File: src/rtl/waveform_phase_gen.sv
// Phase-accumulator address generator for the waveform shaper stage.
// A wide accumulator steps by the active frequency word once per sample tick.
// Its top 10 bits are presented as the table address.
// Frequency, duty and divider updates are held in a shadow copy. They take
// effect only at a period wrap, when the accumulator is idle (fcw==0), or
// while the block is disabled, so the shaper never sees a torn period.
//
// Strobe semantics: o_valid is a one-cycle, no-backpressure strobe. It is high
// in the cycle after a tick, and o_addr/o_sel/o_wrap are meaningful in that
// cycle. There is no ready; the downstream stage must accept every strobe.
module waveform_phase_gen #(
  parameter int ACC_W = 24,
  parameter int DIV_W = 16
) (
  input  logic             i_clk,
  input  logic             i_rst,
  input  logic             i_en,
  input  logic             i_load,
  input  logic [ACC_W-1:0] i_fcw,
  input  logic [3:0]       i_sel,
  input  logic [DIV_W-1:0] i_div,
  output logic [9:0]       o_addr,
  output logic [3:0]       o_sel,
  output logic             o_valid,
  output logic             o_wrap,
  output logic             o_busy
);

  logic [ACC_W-1:0] acc;
  logic [DIV_W-1:0] div_cnt;

  logic [ACC_W-1:0] fcw_act;
  logic [DIV_W-1:0] div_act;

  logic [ACC_W-1:0] fcw_sh;
  logic [DIV_W-1:0] div_sh;
  logic [3:0]       sel_sh;
  logic             pending;

  logic [3:0]       sel_clamp;
  logic [ACC_W:0]   sum;
  logic             carry;
  logic             tick;
  logic             commit;
  logic [ACC_W-1:0] fcw_nxt;
  logic [DIV_W-1:0] div_nxt;
  logic [3:0]       sel_nxt;

  // Tick and commit decode. A commit only matters when there is something to
  // take: a pending shadow or a load arriving on the same edge (bypass).
  always_comb begin
    sel_clamp = (i_sel > 4'd10) ? 4'd10 : i_sel;
    sum       = {1'b0, acc} + {1'b0, fcw_act};
    carry     = sum[ACC_W];
    tick      = i_en && (div_cnt == div_act);
    commit    = (pending || i_load) &&
                ((tick && (carry || (fcw_act == '0))) || !i_en);
    fcw_nxt   = i_load ? i_fcw     : fcw_sh;
    div_nxt   = i_load ? i_div     : div_sh;
    sel_nxt   = i_load ? sel_clamp : sel_sh;
  end

  // Shadow parameter capture and the pending flag.
  always_ff @(posedge i_clk or posedge i_rst) begin
    if (i_rst) begin
      fcw_sh  <= '0;
      div_sh  <= '0;
      sel_sh  <= '0;
      pending <= 1'b0;
    end else begin
      if (i_load) begin
        fcw_sh <= i_fcw;
        div_sh <= i_div;
        sel_sh <= sel_clamp;
      end
      if (commit) begin
        pending <= 1'b0;
      end else if (i_load) begin
        pending <= 1'b1;
      end
    end
  end

  // Active parameters; o_sel changes on the same edge as the wrapping sample.
  always_ff @(posedge i_clk or posedge i_rst) begin
    if (i_rst) begin
      fcw_act <= '0;
      div_act <= '0;
      o_sel   <= '0;
    end else if (commit) begin
      fcw_act <= fcw_nxt;
      div_act <= div_nxt;
      o_sel   <= sel_nxt;
    end
  end

  // Sample-rate divider: restarts on a tick or a commit, holds when disabled.
  always_ff @(posedge i_clk or posedge i_rst) begin
    if (i_rst) begin
      div_cnt <= '0;
    end else if (tick || commit) begin
      div_cnt <= '0;
    end else if (i_en) begin
      div_cnt <= div_cnt + DIV_W'(1);
    end
  end

  // Accumulator step and sample strobes; the wrapping sample uses the old fcw.
  always_ff @(posedge i_clk or posedge i_rst) begin
    if (i_rst) begin
      acc     <= '0;
      o_addr  <= '0;
      o_valid <= 1'b0;
      o_wrap  <= 1'b0;
    end else begin
      o_valid <= tick;
      o_wrap  <= tick && carry;
      if (tick) begin
        acc    <= sum[ACC_W-1:0];
        o_addr <= sum[ACC_W-1 -: 10];
      end
    end
  end

  assign o_busy = pending;

endmodule
File: config.mk
export PLATFORM = sky130hd
export DESIGN_NAME = waveform_phase_gen
export DESIGN_NICKNAME = d
export VERILOG_FILES = /design/src/rtl/waveform_phase_gen.sv
export SDC_FILE = /design/constraint.sdc
export NUM_CORES = 1
export LEC_CHECK = 0
export BUFFER_PORTS_ARGS = -buffer_cell sky130_fd_sc_hd__buf_4
export CAP_MARGIN = 20
export CORE_MARGIN = 8
export CORE_UTILIZATION = 40
export DETAILED_ROUTE_END_ITERATION = 6
export PLACE_DENSITY = 0.65
export RECOVER_POWER = 50
export SLEW_MARGIN = 30
export SYNTH_ARGS = -nofsm -noshare
export SYNTH_HDL_FRONTEND = slang
export SYNTH_SLANG_ARGS = --single-unit
File: constraint.sdc
create_clock -name i_clk -period 7.7 [get_ports i_clk]
set_input_delay 1.54 -clock i_clk [delete_from_list [all_inputs] [get_ports i_clk]]
set_output_delay 1.54 -clock i_clk [all_outputs]
set_load 0.005 [all_outputs]
Yosys cells after proc, flatten, opt, wreduce, memory -nomap -nowiden
Cells that the tools add are included.

Add/subtract/negate cells: 2. Order comparisons: 1. Equal/unequal tests: 1. Mux-type cells: 8. Reduce and logical (&&, ||, !) cells: 12.

Operator list (count): 2-to-1 mux 16 bit (3); adder 24 x 24 -> 25 bit (1); logical NOT 24 bit (1); 2-to-1 mux 24 bit (1); adder 16 x 1 -> 16 bit, second input constant (1); equality test 16 bit (1); 2-to-1 mux 4 bit (2); > comparator 4 bit, second input constant (1); logical AND 1 bit (4); logical OR 1 bit (4); nonzero test 2 bit (2); 2-to-1 mux 1 bit (2); logical NOT 1 bit (1).

Register bits after elaboration: 141. Input port bits: 48. Output and inout port bits: 17. Logic and storage cells: 36.

Longest topological paths before layout
Depth after elaboration: 7. Gate-level depth with buffers: 11. Mapped depth without buffers: 9.

Worst setup path before layout
OpenSTA, ideal clock, no wires.

Kind: input to register. From: in i_en. To: reg o_addr[1]. Setup time: 0.125 ns. Arrival time: 3.144 ns. Data required time: 7.575 ns. Path slack: 4.431 ns. Cell stages on the path: 7. Buffers on the path: 3. Cells stage by stage: clkbuf_1 > nand2_1 > or4_4 > buf_2 > buf_2 > inv_1 > mux2_2.

Word-level cells in the longest chain between the ends: 1.

Ends and longest elaborated chain: start, declared (RTL line 17) `input logic i_en,`; logical AND 1 bit (RTL line 55) `tick = i_en && (div_cnt == div_act);`; end signal, assigned (RTL line 120) `o_addr <= sum[ACC_W-1 -: 10];`; end, declared (RTL line 22) `output logic [9:0] o_addr,`.

Every way passes these cells. A chain may end at the register's enable or synchronous reset.

Final worst setup path
From: in i_load. To: reg o_sel[1].

Word-level cells in the longest chain between the ends: 2. Elaborated cells on any way between the ends: 3. Classes of those cells: mux: 1; reduce/logical: 2.

Ends and longest elaborated chain: start, declared (RTL line 18) `input logic i_load,`; logical OR 1 bit (RTL line 56) `commit = (pending || i_load) &&`; logical AND 1 bit (RTL line 56); end signal, assigned (RTL line 93) `o_sel <= sel_nxt;`; end, declared (RTL line 23) `output logic [3:0] o_sel,`.

Parallel ways exist; a longest one is shown, timed or not.

==> results.md <==
Critical path:
- In this design, the critical path's most frequently occurring cell is sky130_fd_sc_hd__clkbuf_1.
- For this design, the slowest cell found on the critical path is sky130_fd_sc_hd__clkbuf_1.
- The kind of capture point of the worst setup path is a flop.
- The worst reg-to-reg setup slack is 4.35 ns.
- Along the worst path, the maximum fanout reaches 49.
- The critical path goes through clkbuf_1, nor2_4, clkbuf_1, nor2_1, a311o_1.
- The destination of the critical timing path is o_sel[1].
- On the worst path, the slowest cell contributes a delay of 1.60 ns.
- The required time reported for the critical path endpoint is 8.00 ns.
- The worst register-to-register path ends at o_sel[2].
- Data arrives at the worst endpoint at 5.27 ns.
- The path type of the worst setup path is in2reg.
- The timing startpoint of the critical path is i_load.
- The origin of the critical flop-to-flop path is fcw_act[0].
- The cell depth of the worst flop-to-flop path is 10.
- The worst setup path is launched from a primary input.

Logic synthesis:
- In the synthesized netlist the async set-or-reset flop fraction comes to 100%.
- The cell taking the most area after synthesis is sky130_fd_sc_hd__dfrtp_1.
- Dividing the synthesized area by the synthesized cell count gives 9.83 µm².
- The top cell type's share of synthesized area is 45.1%.
- In the post-synthesis netlist, the biggest area contributors are sky130_fd_sc_hd__dfrtp_1, sky130_fd_sc_hd__mux2_2, sky130_fd_sc_hd__nor3_1.
- The count of flip-flops with a built-in enable after synthesis is 0.
- The count of different cell masters after synthesis is between 50 and 60.
- In this run, synthesis produced a sequential element count of between 100 and 150.
- Yosys printed 0 warnings.
- The synthesized net count is 814.
- The post-synthesis instance area is 7270 µm².
- Synthesis produced a netlist whose cell count is 740.
- The primary flip-flop cell chosen by synthesis mapping is sky130_fd_sc_hd__dfrtp_1.
- Of the synthesized area, sequential elements account for between 40% and 50%.

Detailed routing:
- The total wirelength of the detailed-routed design is 17.4 mm.
- The total DRC errors in the routed layout is 0.
- The number of nets still failing antenna checks after routing is 0.
- The initial detailed-routing violation count is 494.
- In the routed layout, each cell is associated on average with a via count of 5.69.
- The routed length per instance is 17.2 µm.
- The number of vias after detailed routing is 5,772.
- The number of iterations in the first detailed-routing pass is 5.

Min path:
- The tightest min-delay check is of the reg2reg type.

Clocking:
- The H-tree generated during clock tree synthesis spans 4 levels.
- TritonCTS built the clock tree.
- The clock latency of the later-clocked register in the worst-skew pair is 0.42 ns.
- The count of buffers added by post-CTS timing repair for setup is 0.
- The number of hold buffers added after CTS was 0.
- The CTS clock-pin slew for the worst setup and hold paths is approximately 0.060 ns.
- The number of sinks driven by the clock tree is about 130.
- In this run, post-CTS repair resized a total of 0 instances.
- The clock buffer count from CTS is 17.
- The buffer type at the clock tree root is sky130_fd_sc_hd__clkbuf_16.
- The clock passes through at most 2 buffers.

Global routing:
- The overall fraction of global-route tracks in use is 16.1%.
- The overall overflow remaining after global route is 0.
- Entering global routing, the biggest net connects 93 pins.
- The number of global-route vias before repair was 5,552.
- The first global-routing pass estimated 29.2 mm of wire.
- The initial antenna violation count came to 0.

Power:
- The internal power component is 0.00150 W.
- The switching component of the power is 0.000627 W.
- For this design the ratio of total power to cell area is 253 nW/µm².
- The part of the power in registers is 39.6%.
- For this design the static power due to leakage is 3.57 nW.
- The clock share of power is 40.6%.
- The switching fraction of total power is 29.5%.
- Combinational logic burns 19.8% of the power.
- The worst-case IR drop observed on VDD is 168 µV.

Flow run:
- The max capacitance violation total is 3.

Timing:
- Static timing analysis puts the maximum clock frequency at 0.201 GHz.
- The actual slew at the worst max-slew pin is 2.85 ns.
- The count of pins over their slew limit is 161.
- The worst pin sits at a relative slew slack of -91.0%.
- Setup violations remaining at the end of the flow were counted as 0.
- The number of hold violations in the final report is 0.
- The final critical-path required period is 4.97 ns.
- After routing, the total negative slack on setup checks comes to 0 ns.
- The part of the cycle the worst path needs is 64.5%.
- Setup repair after global routing left no endpoint under its margin.
- The worst setup skew after layout is 0.00800 ns.

Floorplanning:
- The number of rows created at floorplan is 49.
- The chip width is 151 µm.
- For this design the top-level I/O count stands at 65.
- The floorplan step defined a die boundary enclosing 22,700 µm².
- For this configuration, the core starts out at a cell density of 40.6%.
- Measured along the y axis, the die boundary spans 151 µm.
- The region available for standard cell placement spans 17,900 µm².

Placed design:
- The number of placed instances with taps included is 983.
- Once detailed placement completed, the half-perimeter wirelength came to about 12 mm.
- The count of buffers from port buffering is 64.
- At the end of routability-driven placement, the weighted congestion stood at approximately 0.84.

Final layout:
- Leaving out fill and tap cells, the most frequent cells in the layout are sky130_fd_sc_hd__dfrtp_1, sky130_fd_sc_hd__nor3_1, sky130_fd_sc_hd__nand2_1.
- Leaving out fill and tap cells, the most frequent cell in the layout is sky130_fd_sc_hd__dfrtp_1.
- The number of inserted diodes is 0.
- The final cell count without fillers is 1,014.
- The fraction of layout instances using a drive strength above 1 is 14.0%.
- The filler cells instantiated in the layout total around 1.7k.
- The synthesis-to-layout area growth is 15.6%.
- The net count of the finished layout is approximately 850.

Run status:
- The checks that failed: max-capacitance violations, max-slew violations.
- The run finished, with violations left.
per-layer routing:
metal  GRT usage [%]  vias to the layer above  wire (µm)
met2            24.5                      162       7860
met3            3.17                       21        888
li1                -                     2802          -
met1            22.3                     2787       8400
met5               0                        -          0
met4            5.69                        0        296
cell usage after synthesis, drive strengths merged (2+ instances only):
| cell type | number |
|---|---|
| a2111oi | 2 |
| a211o | 2 |
| a211oi | 46 |
| a21o | 8 |
| a21oi | 24 |
| a31oi | 2 |
| buf | 26 |
| clkbuf | 32 |
| dfrtp | 131 |
| ha | 25 |
| inv | 17 |
| mux2 | 44 |
| mux2i | 2 |
| nand2 | 55 |
| nand2b | 5 |
| nand3 | 9 |
| nand4 | 12 |
| nor2 | 33 |
| nor2b | 2 |
| nor3 | 88 |
| nor3b | 2 |
| nor4 | 12 |
| o21a | 2 |
| o21ai | 34 |
| o21bai | 4 |
| o221ai | 2 |
| o22ai | 45 |
| o311ai | 2 |
| o31ai | 6 |
| xnor2 | 27 |
| xor2 | 23 |
kinds of logic (layout without fill, tap and decap cells):
group	after synthesis	count (layout)	synth area share, %
xor gates and xnor gates	50	50	6.02
muxes	46	46	7.09
DFF	131	131	45.1
and+or+nand+nor	223	223	14.7
buffers and inverters	75	120	5.13
adders and majority gates	26	26	4.58
AOI/OAI and AO/OA	189	189	17.4
layout make-up:
cell class | count | area (µm²) | share of cell area [%]
clock buffer | 17 | 425 | 5.06
clock inverter | 14 | 200 | 2.38
inverter | 17 | 65.1 | 0.774
multi-input combinational | 534 | 3640 | 43.3
sequential | 131 | 3280 | 39.0
tap | 229 | 287 | 3.41
timing repair buffer | 72 | 510 | 6.08
stage by stage:
stage	utilization [%]	setup WS, ns	area (µm²)	power, W	hold slack (ns)
floorplan	-	2.66	7270	0.00117	0.445
global placement	43.6	4.13	7810	0.00128	0.455
detailed placement	43.6	4.13	7810	0.00129	0.472
CTS	47.1	4.42	8440	0.00215	0.484
global route	46.9	2.44	8400	0.00224	0.512
finish	46.9	2.73	8400	0.00213	0.481
critical path, delay by kind of cell:
| family | cells | cell delay, ns |
|---|---|---|
| simple gates | 2 | 0.68 |
| compound gates | 1 | 0.40 |
| buf+inv | 2 | 2.64 |
state kept, by name, indices dropped and copies added (netlist names):
| name | count |
|---|---|
| o_busy | 1 |
| o_sel | 4 |
| o_valid | 1 |
| div_cnt | 16 |
| o_addr | 10 |
| acc | 14 |
| o_wrap | 1 |
| div_act | 16 |
| sel_sh | 4 |
| div_sh | 16 |
| fcw_sh | 24 |
| fcw_act | 24 |
power groups by stage:
stage | logic, W | clock network (W) | registers, W
6_report | 0.000422 | 0.000863 | 0.000843
5_1_grt | 0.000475 | 0.000910 | 0.000855
4_1_cts | 0.000433 | 0.000875 | 0.000844
3_5_place_dp | 0.000430 | 0 | 0.000856
2_1_floorplan | 0.000336 | 0 | 0.000830
3_3_place_gp | 0.000425 | 0 | 0.000853
worst min-delay path by stage:
stage,from,cells past startpoint,to
after floorplan,acc[0],2,acc[0]
after global placement,acc[0],2,acc[0]
after detailed placement,acc[0],2,acc[0]
after CTS,acc[0],2,acc[0]
after global routing,acc[0],2,acc[0]
final,acc[0],2,acc[0]
Note: power is estimated with default switching activity, not from simulation.
